`src/rtl/scaler_pkg.sv`:
```
// -----------------------------------------------------------------------------
// scaler_pkg
// Shared constants and types for the scaler_v configuration sequencer.
//   FRAC_W      : fractional bits of the vertical scale step (unsigned 4.12)
//   STEP_ONE    : step value meaning a scale of exactly 1.000
//   cfg_state_t : sequencer states (IDLE -> DIV -> PEND -> IDLE)
// -----------------------------------------------------------------------------
package scaler_pkg;

  localparam int FRAC_W = 12;
  localparam int STEP_W = 16;
  localparam logic [STEP_W-1:0] STEP_ONE = 16'd4096;

  typedef enum logic [1:0] {
    IDLE = 2'd0,
    DIV  = 2'd1,
    PEND = 2'd2
  } cfg_state_t;

endpackage : scaler_pkg

```
`src/rtl/scaler_v_cfg_ctrl_seq_udiv.sv`:
```
// -----------------------------------------------------------------------------
// seq_udiv
// Sequential restoring unsigned divider, one quotient bit per clock.
// A start pulse loads the operands; exactly DVD_W cycles later done pulses
// for one cycle and quotient/sat hold the result until the next start.
// Ports:
//   clk, rst_n : clock, synchronous active-low reset
//   start      : load dividend/divisor and begin a division
//   dividend   : DVD_W-bit numerator
//   divisor    : DVS_W-bit denominator (caller guarantees non-zero)
//   done       : 1-cycle pulse when quotient is valid
//   quotient   : OUT_W-bit quotient, clamped to all-ones on overflow
//   sat        : quotient did not fit in OUT_W bits
// -----------------------------------------------------------------------------
module seq_udiv #(
  parameter int DVD_W = 23,
  parameter int DVS_W = 11,
  parameter int OUT_W = 16
) (
  input  logic             clk,
  input  logic             rst_n,
  input  logic             start,
  input  logic [DVD_W-1:0] dividend,
  input  logic [DVS_W-1:0] divisor,
  output logic             done,
  output logic [OUT_W-1:0] quotient,
  output logic             sat
);

  localparam int CNT_W = $clog2(DVD_W + 1);

  logic [DVS_W-1:0] rem_r;
  logic [DVS_W-1:0] dvs_r;
  logic [DVD_W-1:0] dq_r;     // dividend shifts out the top, quotient bits shift in
  logic [CNT_W-1:0] cnt_r;
  logic             done_r;

  logic [DVS_W:0]   rem_sh_s;
  logic             ge_s;
  logic [DVS_W-1:0] rem_nxt_s;

  // Trial subtraction for one restoring step
  always_comb begin
    rem_sh_s  = {rem_r, dq_r[DVD_W-1]};
    ge_s      = (rem_sh_s >= {1'b0, dvs_r});
    rem_nxt_s = rem_sh_s[DVS_W-1:0];
    if (ge_s) begin
      // Remainder before the step is < divisor, so the difference fits DVS_W bits
      rem_nxt_s = DVS_W'(rem_sh_s - {1'b0, dvs_r});
    end else begin
      rem_nxt_s = rem_sh_s[DVS_W-1:0];
    end
  end

  // Division state: operand load on start, then one quotient bit per cycle
  always_ff @(posedge clk) begin
    if (!rst_n) begin
      rem_r  <= DVS_W'(0);
      dvs_r  <= DVS_W'(0);
      dq_r   <= DVD_W'(0);
      cnt_r  <= CNT_W'(0);
      done_r <= 1'b0;
    end else if (start) begin
      rem_r  <= DVS_W'(0);
      dvs_r  <= divisor;
      dq_r   <= dividend;
      cnt_r  <= CNT_W'(DVD_W);
      done_r <= 1'b0;
    end else if (cnt_r != CNT_W'(0)) begin
      rem_r  <= rem_nxt_s;
      dq_r   <= {dq_r[DVD_W-2:0], ge_s};
      cnt_r  <= cnt_r - CNT_W'(1);
      done_r <= (cnt_r == CNT_W'(1));
    end else begin
      done_r <= 1'b0;
    end
  end

  assign done     = done_r;
  assign sat      = |dq_r[DVD_W-1:OUT_W];
  assign quotient = sat ? {OUT_W{1'b1}} : dq_r[OUT_W-1:0];

endmodule : seq_udiv

```
`src/rtl/scaler_v_cfg_ctrl.sv`:
```
// -----------------------------------------------------------------------------
// scaler_v_cfg_ctrl
// Frame-synchronous configuration sequencer for scaler_v. A request
// (in_lines, out_lines, line_size) is turned into the 4.12 vertical scale
// step by a sequential divider and applied only on a vs_in boundary, so a
// frame is never scaled with mixed settings. in_lines==0 selects the input
// line count measured over the last complete frame.
// Ports:
//   clk, rst_n               : clock, synchronous active-low reset
//   cfg_valid / cfg_ready    : request handshake (ready in IDLE and PEND)
//   cfg_in_lines             : input lines per frame, 0 = measured count
//   cfg_out_lines            : output lines per frame
//   cfg_line_size            : forwarded to vertical_scale_line_size
//   hs_in, vs_in             : video line / frame strobes
//   vertical_scale_step      : 4.12 step to scaler_v
//   vertical_scale_line_size : line size to scaler_v
//   measured_lines           : hs_in count of last complete frame
//   cfg_applied              : 1-cycle pulse when new values take effect
//   cfg_err                  : 1-cycle pulse when a request is rejected
//   busy                     : sequencer not idle
// -----------------------------------------------------------------------------
module scaler_v_cfg_ctrl #(
  parameter int LINES_W           = 11,
  parameter int STEP_W            = 16,
  parameter int FRAC_W            = 12,
  parameter int LINE_SIZE_DEFAULT = 1100
) (
  input  logic               clk,
  input  logic               rst_n,
  input  logic               cfg_valid,
  output logic               cfg_ready,
  input  logic [LINES_W-1:0] cfg_in_lines,
  input  logic [LINES_W-1:0] cfg_out_lines,
  input  logic [15:0]        cfg_line_size,
  input  logic               hs_in,
  input  logic               vs_in,
  output logic [STEP_W-1:0]  vertical_scale_step,
  output logic [15:0]        vertical_scale_line_size,
  output logic [LINES_W-1:0] measured_lines,
  output logic               cfg_applied,
  output logic               cfg_err,
  output logic               busy
);

  import scaler_pkg::*;

  localparam int DVD_W = LINES_W + FRAC_W;
  localparam logic [STEP_W-1:0] STEP_RST = STEP_W'(1) << FRAC_W;
  localparam logic [15:0]       SIZE_RST = 16'(LINE_SIZE_DEFAULT);

  // Line counter increment that sticks at the maximum count
  function automatic logic [LINES_W-1:0] sat_inc(input logic [LINES_W-1:0] v,
                                                 input logic               inc);
    logic [LINES_W-1:0] r;
    if (inc && (v != {LINES_W{1'b1}})) begin
      r = v + LINES_W'(1);
    end else begin
      r = v;
    end
    return r;
  endfunction

  cfg_state_t         state_r, state_nxt_s;
  logic [LINES_W-1:0] cntr_r;
  logic [LINES_W-1:0] measured_r;
  logic [STEP_W-1:0]  step_r, shadow_step_r;
  logic [15:0]        size_r, shadow_size_r, req_size_r;
  logic               applied_r, err_r, ready_r, busy_r;

  logic               accept_s, req_ok_s;
  logic [LINES_W-1:0] divisor_s;
  logic [DVD_W-1:0]   dividend_s;
  logic               div_start_s, shadow_load_s, apply_s, err_s;
  logic               div_done_s, div_sat_s;
  logic [STEP_W-1:0]  div_q_s;

  // Request decode: pick the divisor and check the request is usable
  always_comb begin
    accept_s   = cfg_valid && ready_r;
    dividend_s = {cfg_out_lines, FRAC_W'(0)};
    if (cfg_in_lines != LINES_W'(0)) begin
      divisor_s = cfg_in_lines;
    end else begin
      divisor_s = measured_r;
    end
    req_ok_s = (divisor_s != LINES_W'(0)) && (cfg_out_lines != LINES_W'(0));
  end

  seq_udiv #(
    .DVD_W (DVD_W),
    .DVS_W (LINES_W),
    .OUT_W (STEP_W)
  ) u_div (
    .clk      (clk),
    .rst_n    (rst_n),
    .start    (div_start_s),
    .dividend (dividend_s),
    .divisor  (divisor_s),
    .done     (div_done_s),
    .quotient (div_q_s),
    .sat      (div_sat_s)
  );

  // FSM state register
  always_ff @(posedge clk) begin
    if (!rst_n) begin
      state_r <= IDLE;
    end else begin
      state_r <= state_nxt_s;
    end
  end

  // FSM next-state logic
  always_comb begin
    state_nxt_s = state_r;
    case (state_r)
      IDLE: begin
        if (accept_s && req_ok_s) begin
          state_nxt_s = DIV;
        end else begin
          state_nxt_s = IDLE;
        end
      end
      DIV: begin
        if (div_done_s) begin
          state_nxt_s = PEND;
        end else begin
          state_nxt_s = DIV;
        end
      end
      PEND: begin
        // A new request replaces the pending one; vs_in alone applies it
        if (accept_s) begin
          state_nxt_s = req_ok_s ? DIV : IDLE;
        end else if (vs_in) begin
          state_nxt_s = IDLE;
        end else begin
          state_nxt_s = PEND;
        end
      end
      default: state_nxt_s = IDLE;
    endcase
  end

  // FSM output strobes
  always_comb begin
    div_start_s   = 1'b0;
    shadow_load_s = 1'b0;
    apply_s       = 1'b0;
    err_s         = 1'b0;
    case (state_r)
      IDLE: begin
        if (accept_s) begin
          div_start_s = req_ok_s;
          err_s       = !req_ok_s;
        end else begin
          div_start_s = 1'b0;
        end
      end
      DIV: begin
        shadow_load_s = div_done_s;
      end
      PEND: begin
        // vs_in applies the pending values even when a new request arrives
        apply_s = vs_in;
        if (accept_s) begin
          div_start_s = req_ok_s;
          err_s       = !req_ok_s;
        end else begin
          div_start_s = 1'b0;
        end
      end
      default: begin
        div_start_s = 1'b0;
      end
    endcase
  end

  // Handshake and status flags, registered from the next state
  always_ff @(posedge clk) begin
    if (!rst_n) begin
      ready_r <= 1'b1;
      busy_r  <= 1'b0;
    end else begin
      ready_r <= (state_nxt_s == IDLE) || (state_nxt_s == PEND);
      busy_r  <= (state_nxt_s != IDLE);
    end
  end

  // Line counter and last-frame measurement; hs_in with vs_in ends the frame
  always_ff @(posedge clk) begin
    if (!rst_n) begin
      cntr_r     <= LINES_W'(0);
      measured_r <= LINES_W'(0);
    end else if (vs_in) begin
      measured_r <= sat_inc(cntr_r, hs_in);
      cntr_r     <= LINES_W'(0);
    end else begin
      cntr_r     <= sat_inc(cntr_r, hs_in);
    end
  end

  // Request capture and shadow registers holding the next frame's settings
  always_ff @(posedge clk) begin
    if (!rst_n) begin
      req_size_r    <= SIZE_RST;
      shadow_step_r <= STEP_RST;
      shadow_size_r <= SIZE_RST;
    end else begin
      if (div_start_s) begin
        req_size_r <= cfg_line_size;
      end
      if (shadow_load_s) begin
        shadow_step_r <= div_sat_s ? {STEP_W{1'b1}} : div_q_s;
        shadow_size_r <= req_size_r;
      end
    end
  end

  // Live outputs to scaler_v, updated only on the apply edge
  always_ff @(posedge clk) begin
    if (!rst_n) begin
      step_r    <= STEP_RST;
      size_r    <= SIZE_RST;
      applied_r <= 1'b0;
      err_r     <= 1'b0;
    end else begin
      if (apply_s) begin
        step_r <= shadow_step_r;
        size_r <= shadow_size_r;
      end
      applied_r <= apply_s;
      err_r     <= err_s;
    end
  end

  assign cfg_ready                = ready_r;
  assign busy                     = busy_r;
  assign vertical_scale_step      = step_r;
  assign vertical_scale_line_size = size_r;
  assign measured_lines           = measured_r;
  assign cfg_applied              = applied_r;
  assign cfg_err                  = err_r;

endmodule : scaler_v_cfg_ctrl
```
`config.mk`:
```
export PLATFORM = sky130hd
export DESIGN_NAME = scaler_v_cfg_ctrl
export DESIGN_NICKNAME = d
export VERILOG_FILES = /design/src/rtl/scaler_pkg.sv /design/src/rtl/scaler_v_cfg_ctrl_seq_udiv.sv /design/src/rtl/scaler_v_cfg_ctrl.sv
export SDC_FILE = /design/constraint.sdc
export NUM_CORES = 1
export LEC_CHECK = 0
export BUFFER_PORTS_ARGS = -buffer_cell sky130_fd_sc_hd__buf_2
export CAP_MARGIN = 10
export CELL_PAD_IN_SITES_DETAIL_PLACEMENT = 1
export CELL_PAD_IN_SITES_GLOBAL_PLACEMENT = 2
export CORE_ASPECT_RATIO = 0.9
export CORE_UTILIZATION = 35
export DETAILED_ROUTE_END_ITERATION = 8
export PLACE_DENSITY = 0.83
export SETUP_SLACK_MARGIN = 0.1
export SLEW_MARGIN = 20
export SYNTH_ARGS = -nofsm -noshare
export SYNTH_HDL_FRONTEND = slang
export SYNTH_SLANG_ARGS = --single-unit
```
`constraint.sdc`:
```
create_clock -name clk -period 3.5 [get_ports clk]
set_clock_uncertainty 0.05 [all_clocks]
set_input_delay 0.7 -clock clk [delete_from_list [all_inputs] [get_ports clk]]
set_output_delay 0.7 -clock clk [all_outputs]
set_load 0.01 [all_outputs]
```
After elaboration in Yosys (flattened, before gate mapping)
Index checks and enable logic that the tools add are counted.
{"block": "word_totals", "register_bits": 159, "output_inout_bits": 47, "wordCells": 68, "inputBits": 43}
{"block": "classes", "bitwise_logic": 2, "eq_ne": 5, "reduce_logical": 20, "mux": 18, "magnitude_cmp": 1, "addsub": 3}
{"operator": "23-bit two-way mux", "n": 2}
{"operator": "11-bit two-way mux", "n": 3}
{"operator": "11-bit nonzero test", "n": 3}
{"operator": "16-bit two-way mux", "n": 1}
{"operator": "12-bit by 11-bit greater-or-equal comparator with 1-bit output", "n": 1}
{"operator": "11-bit by 1-bit adder with 11-bit output (second input constant)", "n": 1}
{"operator": "11-bit != test (second input constant)", "n": 1}
{"operator": "11-bit subtractor", "n": 1}
{"operator": "5-bit two-way mux", "n": 2}
{"operator": "7-bit OR reduction", "n": 1}
{"operator": "1-bit two-way mux", "n": 6}
{"operator": "2-bit two-way mux", "n": 3}
{"operator": "2-bit case mux with 3 select lines", "n": 1}
{"operator": "2-bit OR reduction", "n": 3}
{"operator": "5-bit by 1-bit equality test with 1-bit output (second input constant)", "n": 1}
{"operator": "5-bit nonzero test", "n": 1}
{"operator": "5-bit by 1-bit subtractor with 5-bit output (second input constant)", "n": 1}
{"operator": "2-bit equality test (second input constant)", "n": 2}
{"operator": "1-bit logical AND", "n": 4}
{"operator": "2-bit zero test", "n": 2}
{"operator": "2-bit nonzero test", "n": 2}
{"operator": "3-bit AND reduction", "n": 1}
{"operator": "3-bit OR reduction", "n": 1}
{"operator": "2-bit by 1-bit equality test with 1-bit output (second input constant)", "n": 1}
{"operator": "other kinds (3)", "n": 4}

Depth between registers and ports, before layout
{"block": "depth", "depth_word": 9, "ltp_mapped": 10, "ltp_nobuf": 9}

By module
A second synthesis with hierarchy kept.
{"block": "hier_totals", "cells_unflattened": 863, "area_unflattened_um2": 7325.8}
{"module": "scaler_v_cfg_ctrl", "cells_per_inst": 505, "seq_area_each_um2": 2162.1, "n_inst": 1, "area_per_inst_um2": 4335.4}
{"module": "seq_udiv", "cells_per_inst": 358, "seq_area_each_um2": 1021.0, "n_inst": 1, "area_per_inst_um2": 2990.4}

Worst setup path before layout
OpenSTA, ideal clock, no wires.
{"block": "synth_path", "path_type": "in2reg", "from": "input cfg_in_lines[5]", "to": "register req_size_r[11]", "arrival_time_ps": 2655, "n_path_buf": 2, "path_stages": 8, "setup_ps": 72, "setup_slack_ps": 724, "required_ps": 3378, "cell_sequence": "or4_1 nor4b_4 a21oi_1 and3_1 buf_2 a21oi_2 buf_4 mux2i_1"}
{"block": "synth_between", "elab_chain_cells": 6}
{"element": "start: declaration", "line": "scaler_v_cfg_ctrl.sv:32", "rtl": "input logic [LINES_W-1:0] cfg_in_lines,"}
{"element": "11-bit nonzero test", "line": "scaler_v_cfg_ctrl.sv:81", "rtl": "if (cfg_in_lines != LINES_W'(0)) begin"}
{"element": "11-bit two-way mux *", "line": "scaler_v_cfg_ctrl.sv:81"}
{"element": "11-bit nonzero test *", "line": "scaler_v_cfg_ctrl.sv:86", "rtl": "req_ok_s = (divisor_s != LINES_W'(0)) && (cfg_out_lines != LINES_W'(0));"}
{"element": "1-bit logical AND *", "line": "scaler_v_cfg_ctrl.sv:86"}
{"element": "1-bit two-way mux *", "line": "scaler_v_cfg_ctrl.sv:153, scaler_v_cfg_ctrl.sv:166"}
{"element": "1-bit two-way mux *"}
{"element": "end signal: assignment", "line": "scaler_v_cfg_ctrl.sv:211", "rtl": "req_size_r <= cfg_line_size;"}
{"element": "end: declaration", "line": "scaler_v_cfg_ctrl.sv:67", "rtl": "logic [15:0] size_r, shadow_size_r, req_size_r;"}
Every way passes the cells marked *; elsewhere a longest branch is shown, timed or not.
A chain may end at the register's enable or synchronous reset.

Final worst setup path
{"block": "layout_path", "from": "register u_div.dq_r[22]", "to": "register u_div.rem_r[5]"}
{"block": "layout_between", "elab_chain_cells": 2, "word_cells_on_any_way": 3, "classes_between": "1 x add/sub; 1 x order compare; 1 x mux"}
{"element": "start: declaration", "line": "scaler_v_cfg_ctrl_seq_udiv.sv:34", "rtl": "logic [DVD_W-1:0] dq_r;"}
{"element": "start signal: assignment", "line": "scaler_v_cfg_ctrl_seq_udiv.sv:66", "rtl": "dq_r <= dividend;"}
{"element": "start signal: assignment", "line": "scaler_v_cfg_ctrl_seq_udiv.sv:71", "rtl": "dq_r <= {dq_r[DVD_W-2:0], ge_s};"}
{"element": "11-bit subtractor or 12-bit by 11-bit greater-or-equal comparator with 1-bit output (tied branches)", "line": "scaler_v_cfg_ctrl_seq_udiv.sv:49, scaler_v_cfg_ctrl_seq_udiv.sv:45"}
{"element": "11-bit two-way mux *", "line": "scaler_v_cfg_ctrl_seq_udiv.sv:47", "rtl": "if (ge_s) begin"}
{"element": "end signal: assignment", "line": "scaler_v_cfg_ctrl_seq_udiv.sv:70", "rtl": "rem_r <= rem_nxt_s;"}
{"element": "end: declaration", "line": "scaler_v_cfg_ctrl_seq_udiv.sv:32", "rtl": "logic [DVS_W-1:0] rem_r;"}
Marks and branches as above.

==> summary.md <==
| Metric | Value |
|---|---|
| Status | finished clean |
| Reg2reg setup slack | between 0.5 and 0.6 ns |
| Hold path start | vertical_scale_line_size[13]$_SDFFE_PN0P_ |
| Final Worst Setup Slack | 0.568 ns |
| Top cells by area, synth | dfxtp_1 47%, nand2_1 9.8%, a21oi_1 6.1% |
| Syn_area_per_cell | between 8 and 9 um2 |
| Diodes inserted | 0 |
| Post-route cell area | around 0.008 mm2 |
| Final setup TNS | 0 ns |
| Port Buffers | around 90 |
| Routed WL | about 18000 um |
| Clock share of power | 0.346 |
| Critical path launch point type | register |
| Gp weighted congestion | 0.828 |
| Vias | around 6000 |
| P_int | around 3400 uW |
| CP Max Fanout | 12 |
| Tot GR Track Use | 0.192 |
| Primary FF master, synth | dfxtp_1 |
| Sw frac | 0.340 |
| Cell area power density | 650 mW/mm2 |
| Cts bufs inserted | 17 |
| Seq. cell area | roughly 0.0032 mm2 |
| DR WL/cell | between 15 and 20 um |
| Via density | around 5.3 |
| Post_cts resized | 0 |
| Top Family by Delay on Critical Path | compound AO/OA/AOI/OAI gates |
| Clock Sinks | 159 |
| Place WS | about 0.41 ns |
| First-pass GRT wire length | a little over 30000 um |
| Slowest-stage cell, CP | nand2b_1 |
| DR pass1 iterations | 4 |
| Worst-Skew Late Latency | about 0.43 ns |
| Io pins | 90 |
| WP buf/inv | 1 |
| Async S/R FF share, synth | 0 |
| Post-CTS Setup Bufs | 0 |
| Post-route ant nets | 0 |
| CTS tree | done |
| EDFF count, synth | 0 |
| Crit path depth | 9 |
| Area Overhead vs Synth | 18.0% |
| Reg2reg path depth | 9 |
| Synth top area share | 0.470 |
| Crit path arrival time | approximately 3.2 ns |
| Multi-input combinational cell area | roughly 0.0033 mm2 |
| Final Instance Count excl. Fillers | approximately 1100 |
| Leakage Power | around 0.0031 uW |
| RR Endpoint | u_div.rem_r[5]$_SDFFE_PP0N_ |
| Synth unique cells | 54 |
| Peak Freq | between 300 and 400 MHz |
| Synth Warn # | 0 |
| Comb pwr share | 0.260 |
| Endpoints failing setup | 0 |
| Synth Register Bits | 159 |
| Synth Instances | 792 |
| DRT iter0 DRCs | around 290 |
| # fillers | 2205 |
| Vias in the first global route | 5931 |
| Nets | 917 |
| Hold buffers post-CTS | 0 |
| Placed cells | around 1100 |
| Unrepaired setup endpoints after global routing | false |
| DP HPWL | approximately 13000 um |
| GRT Residual Overflow | 0 |
| Core area | between 0.015 and 0.02 mm2 |
| Max Root-Sink Buffers | 2 |
| Largest net degree at the start of global routing | 75 |
| Setup crit end kind | register |
| Most common cell in the synthesized netlist | nand2_1 |
| Synth Net Count | 850 |
| Setup CP Type | register to register |
| Worst r2r src | u_div.dq_r[22]$_SDFFE_PN0P_ |
| Max_cap viols | 0 |
| Relative slew margins | 0.440 |
| Switching power total | roughly 1800 uW |
| Die width | between 100 and 150 um |
| Cell area after placement | 0.00742 mm2 |
| WHS Endpoint | vertical_scale_line_size[13]$_SDFFE_PN0P_ |
| Hold Path Stages | 2 |
| Slowest stage delay, CP | around 0.42 ns |
| Critical Path RT | between 3 and 4 ns |
| Min-Delay Path Class | register to register |
| Max IR drop VDD | between 0.4 and 0.5 mV |
| Worst slew pin tran | 0.841 ns |
| Worst-path clk slew | 0.07 ns |
| Full die area | between 0.015 and 0.02 mm2 |
| Htree depth | 4 |
| Sequential Power Share | 0.393 |
| Cells along the critical path | inv_1, ha_1, fa_1, nand2b_1, a211oi_1, o31ai_1, nand2b_1, mux2_2, a211oi_1 |
| Fin crit period | around 3 ns |
| Sequential share of the synthesized area | 0.470 |
| Slew Viols, Final | 0 |
| Dominant cell type by area after synthesis | dfxtp_1 |
| DRC | 0 |
| Mapped cell area | 0.00677 mm2 |
| Fin crit share | 0.838 |
| Initial antenna violation count | 0 |
| Layout cells sized above 1 | 0.189 |
| Row count | between 40 and 50 |
| Initial Utilization | 0.363 |
| Clk root buf | clkbuf_16 |
| Final hold vios | 0 |
| Most frequent cells after synthesis | 176 x nand2_1, 159 x dfxtp_1, 83 x a21oi_1, 46 x clkbuf_1, 44 x nor2_1 |
| Vert. Die Dim | around 130 um |
| Overall Power | 5190 uW |
## sequential cells by signal, summed over array words and instances (netlist names), 2 cells and up
name and count:
u_div.dvs_r 11, req_size_r 16, u_div.rem_r 11, measured_lines 11
shadow_size_r 16, state_r 2, cntr_r 11, u_div.cnt_r 5
shadow_step_r 16, vertical_scale_line_size 16, u_div.dq_r 23, vertical_scale_step 16
## layout make-up
type / instances / area share
clock buffer: 17 / 0.0532
clock inverter: 15 / 0.0178
inverter: 24 / 0.0113
multi-input combinational: 552 / 0.410
sequential: 159 / 0.398
tap: 245 / 0.0384
timing repair buffer: 105 / 0.0708
## cell usage in the layout, fill, tap and decap left out, types with 3 or more instances in the layout
cell type	n
nand2_1	176
o221a_2	15
and3_1	7
dfxtp_1	159
nor3_1	10
o21ai_0	20
nor2_1	44
inv_8	5
a211oi_1	29
a311oi_2	5
nand3_1	17
nor4_1	5
nand2b_1	8
a21oi_1	82
nor2b_1	4
xnor2_1	7
nand4_1	6
buf_2	89
or3_1	3
ha_1	14
inv_1	23
a21o_1	4
a311oi_1	9
xor2_1	8
inv_6	5
a31o_1	8
o21a_1	7
clkbuf_16	17
a211o_1	5
mux2i_1	16
a2111oi_0	11
buf_4	16
## logic make-up after synthesis
logic type	Yosys count	share of synthesized area
AND/OR/NAND/NOR	292	0.189
AO/OA/AOI/OAI	213	0.220
flip-flops	159	0.470
buffers and inverters	81	0.0477
multiplexers	17	0.0253
XOR/XNOR	15	0.0194
adder cells (fa/ha/maj)	15	0.0288
## power by group through the flow
stage	clock [uW]	combinational, uW	sequential (uW)
2_1_floorplan	0	1040	2050
5_1_grt	1930	1530	2060
6_report	1800	1350	2040
3_3_place_gp	0	1310	2080
3_5_place_dp	0	1360	2080
4_1_cts	1850	1370	2040
## routing by layer
metal,share of wire,vias up,GRT usage
li1,-,2947,-
met5,0,-,0
met3,0.038,21,0.0395
met2,0.45,107,0.303
met1,0.50,2800,0.260
met4,0.014,0,0.0613
## stage by stage
| step | hold WS (ns) | utilization |
|---|---|---|
| 2_1_floorplan | 0.382 | - |
| 3_3_place_gp | 0.391 | 0.398 |
| 3_5_place_dp | 0.396 | 0.398 |
| 4_1_cts | 0.405 | 0.429 |
| 5_1_grt | 0.418 | 0.429 |
| 6_report | 0.403 | 0.429 |
## worst max path at each step
stage / startpoint / to / slack [ns]
global route: u_div.dq_r[22]$_SDFFE_PN0P_ / u_div.rem_r[5]$_SDFFE_PP0N_ / 0.34
CTS: u_div.dq_r[22]$_SDFFE_PN0P_ / u_div.rem_r[5]$_SDFFE_PP0N_ / 0.55
global placement: cfg_in_lines[5] / u_div.rem_r[7]$_SDFFE_PP0N_ / 0.54
finish: u_div.dq_r[22]$_SDFFE_PN0P_ / u_div.rem_r[5]$_SDFFE_PP0N_ / 0.57
floorplan: cfg_in_lines[5] / req_size_r[11]$_SDFFE_PN0P_ / 0.72
detailed placement: cfg_in_lines[5] / req_size_r[13]$_SDFFE_PN0P_ / 0.41
## worst min-delay path, stage by stage (launching register included)
cell and delay [ns]:
dfxtp_1 0.31, nand2_1 0.05, a21oi_1 0.05
No activity file was read; power rests on OpenSTA's default activity.
